## src/rtl/alu_sequencer.sv

```systemverilog
// alu_sequencer: runs a short program from a local instruction buffer through an
// external combinational processing unit, chaining each result into the accumulator.
module alu_sequencer #(
    parameter int LENGTH = 16,
    parameter int DEPTH  = 16,
    parameter int AW     = 4
) (
    input  logic              clk_i,
    input  logic              rst_n_i,
    input  logic              wr_en_i,
    input  logic [AW-1:0]     wr_addr_i,
    input  logic [7:0]        wr_opcode_i,
    input  logic [LENGTH-1:0] wr_imm_i,
    input  logic [AW:0]       prog_len_i,
    input  logic [LENGTH-1:0] init_acc_i,
    input  logic              start_i,
    input  logic              abort_i,
    output logic              busy_o,
    output logic              done_o,
    output logic [LENGTH-1:0] acc_o,
    output logic              ovf_sticky_o,
    output logic [AW:0]       pc_o,
    output logic [7:0]        pu_opcode_o,
    output logic [LENGTH-1:0] pu_a_o,
    output logic [LENGTH-1:0] pu_b_o,
    input  logic [LENGTH-1:0] pu_out_i,
    input  logic              pu_ovf_i
);

    localparam logic [7:0] OP_HALT      = 8'hFF;
    localparam logic [7:0] OP_PASS      = 8'h0A;
    localparam logic [7:0] OP_NOFLAG_HI = 8'h0F;
    localparam logic [AW:0] DEPTH_LEN   = (AW+1)'(DEPTH);

    typedef enum logic [2:0] {
        IDLE    = 3'd0,
        LOAD    = 3'd1,
        ISSUE   = 3'd2,
        CAPTURE = 3'd3,
        FIN     = 3'd4
    } state_e;

    state_e              state_q, state_d;
    logic [LENGTH-1:0]   acc_q, acc_d;
    logic [AW:0]         pc_q, pc_d;
    logic [AW:0]         len_q, len_d;
    logic                ovf_q, ovf_d;
    logic [7:0]          pu_op_q, pu_op_d;
    logic [LENGTH-1:0]   pu_b_q, pu_b_d;
    logic                busy_q, busy_d;
    logic                done_q, done_d;

    logic [7:0]          op_mem  [DEPTH];
    logic [LENGTH-1:0]   imm_mem [DEPTH];
    logic [7:0]          cur_op_s;
    logic [LENGTH-1:0]   cur_imm_s;
    logic [AW:0]         pc_next_s;
    logic                flag_stale_s;

    assign cur_op_s     = op_mem[pc_q[AW-1:0]];
    assign cur_imm_s    = imm_mem[pc_q[AW-1:0]];
    assign pc_next_s    = pc_q + (AW+1)'(1);
    // Logic, shift and pass ops leave the unit's overflow flag meaningless.
    assign flag_stale_s = (pu_op_q >= OP_PASS) && (pu_op_q <= OP_NOFLAG_HI);

    // Instruction buffer: no reset, writes locked out while a program runs.
    always_ff @(posedge clk_i) begin
        if (wr_en_i && !busy_q) begin
            op_mem[wr_addr_i]  <= wr_opcode_i;
            imm_mem[wr_addr_i] <= wr_imm_i;
        end
    end

    // Next-state and datapath register updates; abort wins over everything.
    always_comb begin
        state_d = state_q;
        acc_d   = acc_q;
        pc_d    = pc_q;
        len_d   = len_q;
        ovf_d   = ovf_q;
        pu_op_d = pu_op_q;
        pu_b_d  = pu_b_q;
        if (abort_i) begin
            state_d = IDLE;
        end else begin
            case (state_q)
                IDLE: begin
                    if (start_i) begin
                        state_d = LOAD;
                        acc_d   = init_acc_i;
                        pc_d    = '0;
                        ovf_d   = 1'b0;
                        len_d   = (prog_len_i > DEPTH_LEN) ? DEPTH_LEN : prog_len_i;
                    end else begin
                        state_d = IDLE;
                    end
                end
                LOAD: begin
                    if (len_q != '0) begin
                        state_d = ISSUE;
                    end else begin
                        state_d = FIN;
                    end
                end
                ISSUE: begin
                    if (cur_op_s == OP_HALT) begin
                        state_d = FIN;
                    end else begin
                        state_d = CAPTURE;
                        pu_op_d = cur_op_s;
                        pu_b_d  = cur_imm_s;
                    end
                end
                CAPTURE: begin
                    acc_d = pu_out_i;
                    pc_d  = pc_next_s;
                    if (flag_stale_s) begin
                        ovf_d = ovf_q;
                    end else begin
                        ovf_d = ovf_q | pu_ovf_i;
                    end
                    if (pc_next_s < len_q) begin
                        state_d = ISSUE;
                    end else begin
                        state_d = FIN;
                    end
                end
                FIN:     state_d = IDLE;
                default: state_d = IDLE;
            endcase
        end
        busy_d = (state_d == LOAD) || (state_d == ISSUE) || (state_d == CAPTURE);
        done_d = (state_d == FIN);
    end

    // State and output registers.
    always_ff @(posedge clk_i or negedge rst_n_i) begin
        if (!rst_n_i) begin
            state_q <= IDLE;
            acc_q   <= '0;
            pc_q    <= '0;
            len_q   <= '0;
            ovf_q   <= 1'b0;
            pu_op_q <= OP_PASS;
            pu_b_q  <= '0;
            busy_q  <= 1'b0;
            done_q  <= 1'b0;
        end else begin
            state_q <= state_d;
            acc_q   <= acc_d;
            pc_q    <= pc_d;
            len_q   <= len_d;
            ovf_q   <= ovf_d;
            pu_op_q <= pu_op_d;
            pu_b_q  <= pu_b_d;
            busy_q  <= busy_d;
            done_q  <= done_d;
        end
    end

    assign busy_o       = busy_q;
    assign done_o       = done_q;
    assign acc_o        = acc_q;
    assign ovf_sticky_o = ovf_q;
    assign pc_o         = pc_q;
    assign pu_opcode_o  = pu_op_q;
    assign pu_a_o       = acc_q;
    assign pu_b_o       = pu_b_q;

endmodule

```

## config.mk

```make
export PLATFORM = sky130hd
export DESIGN_NAME = alu_sequencer
export DESIGN_NICKNAME = d
export VERILOG_FILES = /design/src/rtl/alu_sequencer.sv
export SDC_FILE = /design/constraint.sdc
export NUM_CORES = 1
export LEC_CHECK = 0
export CAP_MARGIN = 20
export CORE_AREA = 5 5 203 205
export DETAILED_ROUTE_END_ITERATION = 12
export DIE_AREA = 0 0 208 210
export GPL_TIMING_DRIVEN = 0
export PLACE_DENSITY_LB_ADDON = 0.1
export SYNTH_ARGS = -nofsm -noshare
export SYNTH_HDL_FRONTEND = slang
export SYNTH_SLANG_ARGS = --single-unit
```

## constraint.sdc

```tcl
create_clock -name clk_i -period 3.2 [get_ports clk_i]
set_input_delay 0.64 -clock clk_i [delete_from_list [all_inputs] [get_ports clk_i]]
set_output_delay 0.64 -clock clk_i [all_outputs]
set_load 0.05 [all_outputs]
```

==> run summary <==
worst vdd ir: 0.4165 mV
area of the mapped netlist: 0.01733 mm2
area leader, netlist: sky130_fd_sc_hd__edfxtp_1
Critical Setup Path Class: register to register
commonest non-fill, non-tap cells in the layout: 384 x sky130_fd_sc_hd__edfxtp_1, 133 x sky130_fd_sc_hd__clkdlybuf4s50_1, 92 x sky130_fd_sc_hd__mux4_2
Die Outline Area: 0.04368 mm2
GRT Max-Usage Layer: met2
maximum capacitance violations: 0
Worst path top cell family by delay: compound AO/OA/AOI/OAI gates
Tot GR Track Use: 0.1889
worst-case clock skew: 0.01483 ns
post-detailed-route wirelength per cell: 25.57 um
max-slew headroom at the worst pin: 0.4146
crit-path most repeated cell: sky130_fd_sc_hd__buf_12
register bit count reported by yosys: 440
share of cells above drive strength 1: 0.2693
instance count of the mapped netlist: 829
arrival time of data at the critical path endpoint: 3.53 ns
antenna violations before repair: 1
CP max FO: 10
count of pins on the block boundary: 135
outcome: complete, no violations
Clock transition at path regs: 0.06 ns
routability-driven placement congestion ratio: 0.7768
later-pin clock latency in the skew report: 0.57 ns
ordered list of cells on the worst path: buf_4 -> nor2b_1 -> clkbuf_2 -> a221oi_1 -> nor2_1 -> o21ai_2 -> nand4_2 -> o21ai_4 -> buf_12 -> buf_12 -> mux2_4
final count of pins violating max slew: 0
Worst Setup Slack, final: 0.1143 ns
final setup violation count: 0
required time at the endpoint of the critical path: 3.65 ns
number of global-route vias before repair: 9227
sum of negative setup slack: 0 ns
prevailing post-synth register cell: sky130_fd_sc_hd__edfxtp_1
largest net degree at the start of global routing: 57
Tightest Pin Transition: 0.8780 ns
Detailed Routing Iterations Pass 1: 5
sequential-to-total area share from yosys stat: 0.7463
time the worst path needs with I/O delays and setup: 3.086 ns
number of remaining DRC errors: 0
number of antenna diodes: 0
max incr delay on CP: 0.49 ns
number of buffers on the longest clock path: 3
Core Area: 0.03928 mm2
slowest cell on the critical path: sky130_fd_sc_hd__a221oi_1
final number of hold-violating endpoints: 0
Vert. Die Dim: 210 um
Buf+Inv Stages, Crit Path: 4
per-instance average area after synthesis: 20.91 um2
top post-synthesis cells by area: sky130_fd_sc_hd__edfxtp_1 67%, sky130_fd_sc_hd__mux4_2 12%, sky130_fd_sc_hd__dfrtp_1 7.8%, sky130_fd_sc_hd__mux2i_1 2.0%, sky130_fd_sc_hd__mux4_1 1.4%
total number of yosys warnings: 0
number of design-rule violations left by the first detailed-router iteration: 672
met2 Resource Use GR: 0.2971
FFs w/ async S/R, synth: 0.1273
Max H-tree Level: 2
detailed-route wire length: 40.96 mm
number of I/O port buffers: 134
unique cell type count in the Yosys netlist: 54
TritonCTS clock tree: done
Final #Nets: 1117
power density cells: 765.8 mW/mm2
Hold Crit Class: input pin to asynchronous set/reset pin
f_max: 0.3241 GHz
CTS root buf: sky130_fd_sc_hd__clkbuf_16
fraction of synthesized cell area taken by the top area cell type: 0.6653
first-pass GRT wire length: 61.64 mm
Setup crit start kind: register
via count: 8847
post-DR vias/cell: 5.522
# rows: 73
number of clock sinks: 440
met3 track utilization from global routing: 0.04227
Inserted Clock Buffers: 46
Overflow after GRT: 0
most common library cell in the layout ignoring fill and taps: sky130_fd_sc_hd__edfxtp_1
period utilization: 0.9643
die outline width: 208 um
number of nets with antenna violations after detailed routing: 0
Mapped Nets: 905
crit end category: register
total half-perimeter wirelength after legalization and detailed placement: 26.48 mm
growth of design area from synthesis to finish: 24.06%
Setup WS pre-CTS: -0.9589 ns
leakage power figure: 7.214 nW
met1 Resource Use GR: 0.2766
starting density of the core: 0.4413
number of flops mapped to enable cells by yosys: 384
==> synth_stat cells (3+ instances only) <==
library cell / n
sky130_fd_sc_hd__edfxtp_1: 384
sky130_fd_sc_hd__mux4_2: 92
sky130_fd_sc_hd__dfrtp_1: 54
sky130_fd_sc_hd__mux2i_1: 34
sky130_fd_sc_hd__nand2_1: 29
sky130_fd_sc_hd__o21ai_0: 26
sky130_fd_sc_hd__nor2_1: 24
sky130_fd_sc_hd__clkbuf_1: 21
sky130_fd_sc_hd__buf_4: 17
sky130_fd_sc_hd__mux2_4: 15
sky130_fd_sc_hd__a221oi_1: 11
sky130_fd_sc_hd__mux2_2: 11
sky130_fd_sc_hd__mux4_1: 9
sky130_fd_sc_hd__inv_1: 7
sky130_fd_sc_hd__a21oi_1: 6
sky130_fd_sc_hd__nor3_1: 6
sky130_fd_sc_hd__a22oi_1: 5
sky130_fd_sc_hd__ha_1: 5
sky130_fd_sc_hd__nand2b_1: 5
sky130_fd_sc_hd__nand3b_1: 5
sky130_fd_sc_hd__a22o_1: 4
sky130_fd_sc_hd__buf_2: 4
sky130_fd_sc_hd__a21boi_0: 3
sky130_fd_sc_hd__buf_1: 3
sky130_fd_sc_hd__buf_6: 3
sky130_fd_sc_hd__buf_8: 3
sky130_fd_sc_hd__nor2b_1: 3
==> path summary, 6_finish.rpt <==
| check | slack (ns) | from | end | cells after the start |
|---|---|---|---|---|
| worst min register to register | 0.49 | pu_opcode_o[3] | pu_opcode_o[3] | 2 |
| min in group clk_i | 0.49 | pu_opcode_o[3] | pu_opcode_o[3] | 2 |
| worst max register to register | 0.11 | pc_o[1] | pu_b_o[7] | 11 |
| worst max-delay path | 0.11 | pc_o[1] | pu_b_o[7] | 11 |
| max in group asynchronous | 2.39 | rst_n_i | pc_o[0] | 1 |
| worst min-delay path | 0.20 | rst_n_i | acc_o[8] | 1 |
==> flip-flops by register name (all words and copies together), names as in the netlist <==
name,cells
acc_o,16
busy_o,1
done_o,1
imm_mem,256
len_q,5
op_mem,128
ovf_sticky_o,1
pc_o,5
pu_b_o,16
pu_opcode_o,8
state_q,3
==> final cells by class <==
| class | instances | area (um2) |
|---|---|---|
| plain buffers | 53 | 399.1 |
| clock buffers | 64 | 1303 |
| clock inverters | 20 | 145.1 |
| fillers | 3009 | 17770 |
| inverters | 8 | 30.03 |
| multi-input cells | 327 | 4177 |
| flip-flops and latches | 440 | 12940 |
| well taps | 525 | 656.9 |
| repair buffers | 165 | 1856 |
==> per-layer routing <==
| metal | up-vias | part of all wire |
|---|---|---|
| met5 | - | 0.00034 |
| met3 | 51 | 0.061 |
| met1 | 4658 | 0.46 |
| met4 | 2 | 0.015 |
| li1 | 3831 | - |
| met2 | 305 | 0.47 |
==> logic make-up after synthesis <==
kind of cell | Yosys count | share of synthesized area
DFF | 440 | 0.7463
and+or+nand+nor | 89 | 0.02541
buffers and inverters | 62 | 0.02260
xor gates and xnor gates | 3 | 0.001516
muxes | 161 | 0.1730
adders and majority gates | 5 | 0.003610
AOI/OAI and AO/OA | 69 | 0.02758
==> where the power goes <==
group	internal, mW	leakage [nW]	switching, mW
Sequential	6.66	4.16	0.237
Clock	2.99	0.708	2.12
Combinational	1.90	2.35	2.55
Total	11.6	7.21	4.91
==> metrics by stage <==
stage          cells    util  cell area, um2  power, mW  hold WS [ns]
2_1_floorplan    829       -           17340      9.960        0.3444
3_3_place_gp    1488  0.4924           19340      11.37        0.4795
3_5_place_dp    1513  0.5069           19910      11.46        0.4785
4_1_cts         1601  0.5463           21460      16.65        0.2081
5_1_grt         1602  0.5475           21500      17.12        0.2400
6_report        1602  0.5475           21500      16.47        0.1958
==> what timing repair did <==
item                                    CTS  global route
setup buffers                             4             2
pin swaps                                 1             2
endpoints found under the setup margin   29            26
gates resized for setup                  20            13
hold buffers                              0             0
Note: power is estimated with default switching activity, not from simulation.
